[src/rtl/icache_line_unpacker.sv]
// icache_line_unpacker: holds one I-cache line and issues its instructions to
// decode one per cycle, from the fetch-PC slot to the end of the line.
module icache_line_unpacker #(
  parameter int LINE_OFFSET     = 4,
  parameter int XLEN            = 32,
  parameter int ILEN            = 32,
  parameter int EXCEPT_TYPE_LEN = 4
) (
  input  logic                                   clk_i,
  input  logic                                   rst_ni,
  input  logic                                   flush_i,
  input  logic                                   line_valid_i,
  output logic                                   line_ready_o,
  input  logic [XLEN+(1<<LINE_OFFSET)*ILEN-1:0]  line_i,
  output logic                                   instr_valid_o,
  input  logic                                   instr_ready_i,
  output logic [ILEN-1:0]                        instr_o,
  output logic [XLEN-1:0]                        pc_o,
  output logic                                   except_o,
  output logic [EXCEPT_TYPE_LEN-1:0]             except_code_o
);

  localparam int NINSTR = 1 << LINE_OFFSET;
  localparam logic [ILEN-1:0] NOP = ILEN'('h13);
  localparam logic [EXCEPT_TYPE_LEN-1:0] E_I_ADDR_MISALIGNED = '0;

  typedef enum logic {S_EMPTY, S_ISSUE} state_t;

  state_t                 r_state;
  logic [LINE_OFFSET-1:0] r_idx;
  logic [XLEN-1:0]        r_pc;
  logic [ILEN-1:0]        r_line [NINSTR];
  logic                   r_misal;

  logic [XLEN-1:0]        w_in_pc;
  logic                   w_last;
  logic                   w_issue_hs;
  logic                   w_accept;

  assign w_in_pc = line_i[NINSTR*ILEN +: XLEN];

  // A misaligned line issues only its exception entry, so it is always the last.
  assign w_last     = r_misal | (r_idx == LINE_OFFSET'(NINSTR-1));
  assign w_issue_hs = instr_valid_o & instr_ready_i;

  // Next line can be taken while the last entry of the current one retires,
  // which makes instr_ready_i -> line_ready_o a deliberate combinational path.
  assign line_ready_o = !flush_i &
                        ((r_state == S_EMPTY) | ((r_state == S_ISSUE) & instr_ready_i & w_last));
  assign w_accept     = line_valid_i & line_ready_o;

  // Issue-side outputs are decoded straight from the held state so they stay
  // stable for as long as decode stalls.
  always_comb begin
    instr_valid_o = (r_state == S_ISSUE);
    except_o      = (r_state == S_ISSUE) & r_misal;
    except_code_o = E_I_ADDR_MISALIGNED;
    instr_o       = NOP;
    pc_o          = {r_pc[XLEN-1:LINE_OFFSET+2], r_idx, 2'b00};
    if (r_misal) begin
      pc_o = r_pc;
    end else if (r_state == S_ISSUE) begin
      instr_o = r_line[r_idx];
    end
  end

  // Line capture, slot advance and state sequencing; flush overrides everything.
  always_ff @(posedge clk_i or negedge rst_ni) begin
    if (!rst_ni) begin
      r_state <= S_EMPTY;
      r_idx   <= '0;
      r_pc    <= '0;
      r_misal <= 1'b0;
      for (int k = 0; k < NINSTR; k++) r_line[k] <= '0;
    end else if (flush_i) begin
      r_state <= S_EMPTY;
      r_idx   <= '0;
      r_misal <= 1'b0;
    end else if (w_accept) begin
      r_state <= S_ISSUE;
      r_pc    <= w_in_pc;
      r_idx   <= w_in_pc[LINE_OFFSET+1:2];
      r_misal <= (w_in_pc[1:0] != 2'b00);
      for (int k = 0; k < NINSTR; k++) r_line[k] <= line_i[k*ILEN +: ILEN];
    end else if (w_issue_hs) begin
      if (w_last) r_state <= S_EMPTY;
      else        r_idx   <= r_idx + 1'b1;
    end
  end

endmodule

[config.mk]
export PLATFORM = sky130hd
export DESIGN_NAME = icache_line_unpacker
export DESIGN_NICKNAME = d
export VERILOG_FILES = /design/src/rtl/icache_line_unpacker.sv
export SDC_FILE = /design/constraint.sdc
export NUM_CORES = 1
export LEC_CHECK = 0
export CAP_MARGIN = 10
export CORE_MARGIN = 10
export CORE_UTILIZATION = 40
export DETAILED_ROUTE_END_ITERATION = 8
export GPL_TIMING_DRIVEN = 0
export PLACE_DENSITY = 0.73
export SYNTH_ARGS = -nofsm -noshare
export SYNTH_HDL_FRONTEND = slang
export SYNTH_SLANG_ARGS = --single-unit
[constraint.sdc]
create_clock -name clk_i -period 2 [get_ports clk_i]
set_input_delay 0.4 -clock clk_i [delete_from_list [all_inputs] [get_ports clk_i]]
set_output_delay 0.4 -clock clk_i [all_outputs]
set_load 0.02 [all_outputs]
After elaboration in Yosys (flattened, before gate mapping):

Cells that the tools add are included.

* register bits: 550
* bits in latches: 0
* RAM bits: 0
* memory bits (read-only): 0
* bits of input ports: 549
* output and inout port bits: 71
* memories kept: 0

* add/sub/neg operators: 1
* $mul: 0
* div/mod/pow operators: 0
* order comparisons: 1
* eq/ne operators: 2
* shift operators: 0
* mux-type cells: 16
* bitwise operators: 10
* reductions and logical operators: 8

Operator list (number)
* 32-bit binary-select mux with 4-bit select: 1
* 32-bit 2-to-1 mux: 4
* 4-bit 2-to-1 mux: 4
* 1-bit 2-to-1 mux: 6
* 6-bit 2-to-1 mux: 1
* 2-bit AND reduction: 3
* 3-bit nonzero test: 2
* 1-bit AND: 5
* 5-bit >= comparator (second input constant): 1
* 4-bit inverter with 5-bit output: 1
* 4-bit by 1-bit adder with 4-bit output (second input constant): 1
* 4-bit == test (second input constant): 1
* 2-bit nonzero test: 2
* 3-bit by 2-bit inequality test with 1-bit output (second input constant): 1
* 1-bit inverter: 2
* 1-bit bitwise OR: 2
* 1-bit zero test: 1

Longest topological paths before layout:

* depth in word-level cells: 8
* mapped depth: 7
* mapped depth without buffers: 5

Worst setup path before layout:

Ideal clock, no wire load.

* path type: reg2out
* start point: register r_idx[0]
* end point: output port instr_o[21]
* arrival: 1.779 ns
* path slack: -0.179 ns
* cell stages (with the launch flop): 7
* path through: dfrtp_1 clkbuf_1 buf_2 buf_2 mux4_2 a22oi_1 nand2_1

* longest elaborated chain between the ends: 6

RTL lines
* start: declaration: line 30 `logic [LINE_OFFSET-1:0] r_idx;`
* start signal: assignment: line 82 `r_idx <= w_in_pc[LINE_OFFSET+1:2];`
* start signal: assignment: line 87 `else r_idx <= r_idx + 1'b1;`
* 4-bit inverter with 5-bit output (implied by the code): line 63 `instr_o = r_line[r_idx];`
* 32-bit binary-select mux with 4-bit select: line 63
* 32-bit 2-to-1 mux (implied by the code) (2 in series): line 63
* 32-bit 2-to-1 mux: line 62 `end else if (r_state == S_ISSUE) begin`
* 32-bit 2-to-1 mux: line 60 `if (r_misal) begin`
* end: declaration: line 17 `output logic [ILEN-1:0] instr_o,`

Every way passes these cells. The select of a mux whose other input is x is not followed.

Final worst setup path:

* start point: register r_idx[0]
* end point: output port instr_o[15]

The elaborated chain is that of the path after synthesis.

==> summary by stage <==
Outcome
The flow ran to the end, but the final reports show violations. The final reports fail on hold timing, setup timing.

Final layout
Fill cells in the final layout number 4,172. The count of nets after finishing is 2,887. The area growth from synthesis to final layout is 63.5%. Cells with a size suffix above 1 make up 50.7% of the layout. Across the whole layout, storage elements account for 0.0138 sq mm. The finished layout cell area is 0.0406 sq mm. Summing all multi-input logic gate instances after layout gives 0.0125 sq mm.

Timing
The hold violation count in the final report is 94. The smallest clock period supported by the final layout is computed as 3.22 ns. The setup slack after layout is -1.22 ns. The worst-case clock skew is 0.0140 ns. Setup repair after global routing could not meet its margin everywhere. At the pin with the least slew margin, the transition time is 0.774 ns. Based on the critical path, the design can be clocked at up to 0.310 GHz.

The worst slew slack as a fraction of its limit is 48.4%. The total count of max-transition violations in the final report is 0. Setup violations remaining at the end of the flow were counted as 585.

The tightest hold path in the finished design has a slack of -0.167 ns. The part of the cycle the worst path needs is 161%.

Routing
The first TritonRoute pass finished after 5 iterations. After the first detailed-routing iteration, the DRC count stood at 1,401. The number of nets still failing antenna checks after routing is 0.

The total DRC errors in the routed layout is 0. The post-detailed-routing wire length is 107,000 um. The detail-routed via count per cell is 5.54. The routed length per instance is 32.8 um. The vias after detailed routing is 18,000.

Setup path
The type of destination of the critical path is an output port. The cell type of the slowest stage on the worst timing path is mux4_2. The worst setup slack for register-to-register paths is -0.64 ns. The destination of the worst register-to-register timing path is r_line[79]. The signal on the critical path passes through buf_8 > buf_16 > buf_12 > buf_12 > mux4_2 > a22oi_2 > nand2_2 > buf_6. The most critical setup path has its startpoint at r_idx[0].

Counting stages on the worst path, the most repeated cell is buf_12. The worst reg-to-reg path cell count is 12. The worst setup path is launched from a flop. The largest driver fanout on the critical path is 5. The critical path is of the reg2out type. The critical path data required time is 1.60 ns. In this design, the stage delay of the slowest critical-path cell is 0.51 ns. The startpoint identified for the worst register-to-register timing path is r_idx[1]. In this run the worst setup path terminates at instr_o[15].

The arrival time of the worst setup path is 2.82 ns.

Logic synthesis
The Yosys step of the flow raised 0 warnings. After synthesis, the mean cell area works out to 16.4 sq um. Synthesis instantiated 41 different standard cells from the library. The number of register bits inferred by synthesis is 550. For this run, the register share of the synthesized area comes to 55.4%. In the synthesized netlist, the number of instances is 1,511.

The cell area that synthesis handed to floorplanning was 0.0248 sq mm.

Floorplanning
The number of rows in the core area is 91. 620 I/O pins were placed. In this run the horizontal extent of the chip is 269 um. The core region is 0.0616 sq mm. The height of the die is 269 um. The initial cell density of the core is 40.3%. The floorplan step defined a die boundary enclosing 0.0725 sq mm.

GRT
Global routing used 25.2% of the available tracks across all layers. The number of global-route vias before repair is 19,100. The first global-routing pass estimated 134,000 um of wire. Entering global routing, the biggest net connects 128 pins.

The initial antenna violation count came to 42. For this run the aggregate overflow at the end of global routing stands at 0.

CTS
The number of H-tree levels is 2. The number of clock sinks seen by CTS is 550. The clock passes through at most 3 buffers. The TritonCTS clock tree is done. The clock slew at the register clock pins of the worst setup and hold paths is 0.06 ns.

For the worst-skew pair, the clock arrives at the later sink with an insertion delay of 0.61 ns. The number of clock buffers added by TritonCTS is 60. The library cell used as clock root buffer is clkbuf_16.

Placed design
At the end of routability-driven placement, the weighted congestion stood at 0.881. Summing all placed instances gives a cell area of 0.0324 sq mm. Buffers placed on the I/O ports in this run total 614. The HPWL after detailed placement is 69,900 um.

Power and ir drop
For this design the static power due to leakage is 0.0177 uW. Power spread over the standard cell area amounts to 922 mW/mm^2. The worst ir drop on vdd is 0.819 mV.

Worst hold path
The type of the tightest min-delay check is in2async.

Job
The count of maximum capacitance violations is 0.
[per-layer routing]
layer	track usage [%]	wire length, um	up-vias
li1	-	-	7326
met1	30.6	42000	9640
met2	42.8	54100	841
met3	6.61	7490	190
met4	8.67	3090	26
met5	0	155	-
[cells in the final DEF (no fill, tap or decap), drive strengths merged, types with 2 or more instances in the layout]
cell,instances
clkdlybuf4s50,546
o311ai,2
o21ai,4
buf,247
diode,29
a21oi,4
dlymetal6s2s,27
clkbuf,155
clkinvlp,5
mux2i,4
nand4,2
mux4,128
conb,4
a22oi,58
a31o,2
nor3b,2
mux2,545
nor2b,3
bufinv,10
a211oi,2
a21boi,2
and2,4
nand4b,2
nor2,6
nand2,32
dfrtp,550
o22ai,3
clkinv,15
inv,11
nand2b,2
[area by class of cell]
cell class,count,area share (%)
flip-flops and latches,550,33.9
diodes,29,0.179
clock inverters,34,1.15
repair buffers,766,22.2
clock buffers,78,4.18
inverters,7,0.0647
plain buffers,131,4.99
multi-input cells,821,30.7
well taps,837,2.58
[state kept, by name, summed over array words and instances (netlist names)]
signal	flops
instr_valid_o	1
r_line	512
r_idx	4
r_misal	1
r_pc	32
[power by group]
group          internal (uW)  switching (uW)
combinational           6900            3680
clock                   7300            4880
sequential             13300            1380
[worst max-delay path: cells and delay by family (launching register included)]
| kind | cells | cell delay (ns) |
|---|---|---|
| buffers and inverters | 5 | 0.70 |
| muxes | 1 | 0.51 |
| DFF | 1 | 0.38 |
| AOI/OAI and AO/OA | 1 | 0.42 |
| and+or+nand+nor | 1 | 0.17 |
[cells in the mapped netlist, drive strengths merged]
| library cell | instances | area, sq um |
|---|---|---|
| mux4 | 128 | 2880 |
| o311ai | 2 | 17.5 |
| a211oi | 2 | 15.0 |
| mux2i | 4 | 40.0 |
| inv | 7 | 26.3 |
| a21o | 1 | 7.51 |
| nand2b | 2 | 12.5 |
| o41a | 1 | 11.3 |
| dfrtp | 550 | 13800 |
| o31a | 1 | 8.76 |
| nand3b | 1 | 7.51 |
| mux2 | 545 | 6140 |
| a31o | 2 | 17.5 |
| and3 | 1 | 6.26 |
| ha | 1 | 12.5 |
| o21ai | 4 | 20.0 |
| clkbuf | 16 | 61.3 |
| nor2 | 6 | 22.5 |
| nand3 | 1 | 5.00 |
| a21boi | 2 | 15.0 |
| o22ai | 3 | 18.8 |
| conb | 1 | 3.75 |
| nor2b | 3 | 18.8 |
| nand2 | 32 | 120 |
| nand4 | 2 | 12.5 |
| nand4b | 2 | 17.5 |
| o221ai | 1 | 8.76 |
| nor3 | 1 | 5.00 |
| a2111oi | 1 | 8.76 |
| and2 | 4 | 25.0 |
| buf | 120 | 1040 |
| a21oi | 4 | 23.8 |
| a22oi | 58 | 435 |
| nor3b | 2 | 15.0 |
[worst min-delay path by stage]
stage                startpoint             to  slack [ns]
floorplan                rst_ni  instr_valid_o        0.10
global placement    r_line[504]    r_line[504]        0.47
detailed placement  r_line[504]    r_line[504]        0.48
CTS                      rst_ni    r_line[287]       -0.16
global route             rst_ni        r_pc[6]       -0.12
finish                   rst_ni        r_pc[0]       -0.17
[metrics by stage]
stage | instances | setup slack, ns | util (%) | setup TNS [ns] | power, uW
after CTS | 3136 | -1.21 | 58.8 | -325.15 | 35200
after global routing | 3248 | -1.22 | 65.9 | -369.04 | 38600
after floorplan | 1514 | -0.00170 | - | -0.0241 | 18900
after detailed placement | 2969 | -2.16 | 52.7 | -539.47 | 22300
after global placement | 2965 | -23.56 | 52.5 | - | 22000
final | 3253 | -1.22 | 66.0 | -348.78 | 37400
[timing repair]
action	4_1_cts	5_1_grt
gates cloned	11	61
setup endpoints to repair	615	616
pin swaps	50	46
resized for setup	436	721
setup buffers	46	41
endpoints found under the hold margin	94	94
[cells by family after synthesis]
kind of cell,count (synthesis),synth area share (%)
compound gates,82,2.45
fa+ha+maj,1,0.0503
buf+inv,143,4.56
flops,550,55.4
mux,677,36.5
other cells,1,0.0151
simple gates,57,1.08
Power figures use the tool's default switching activity.
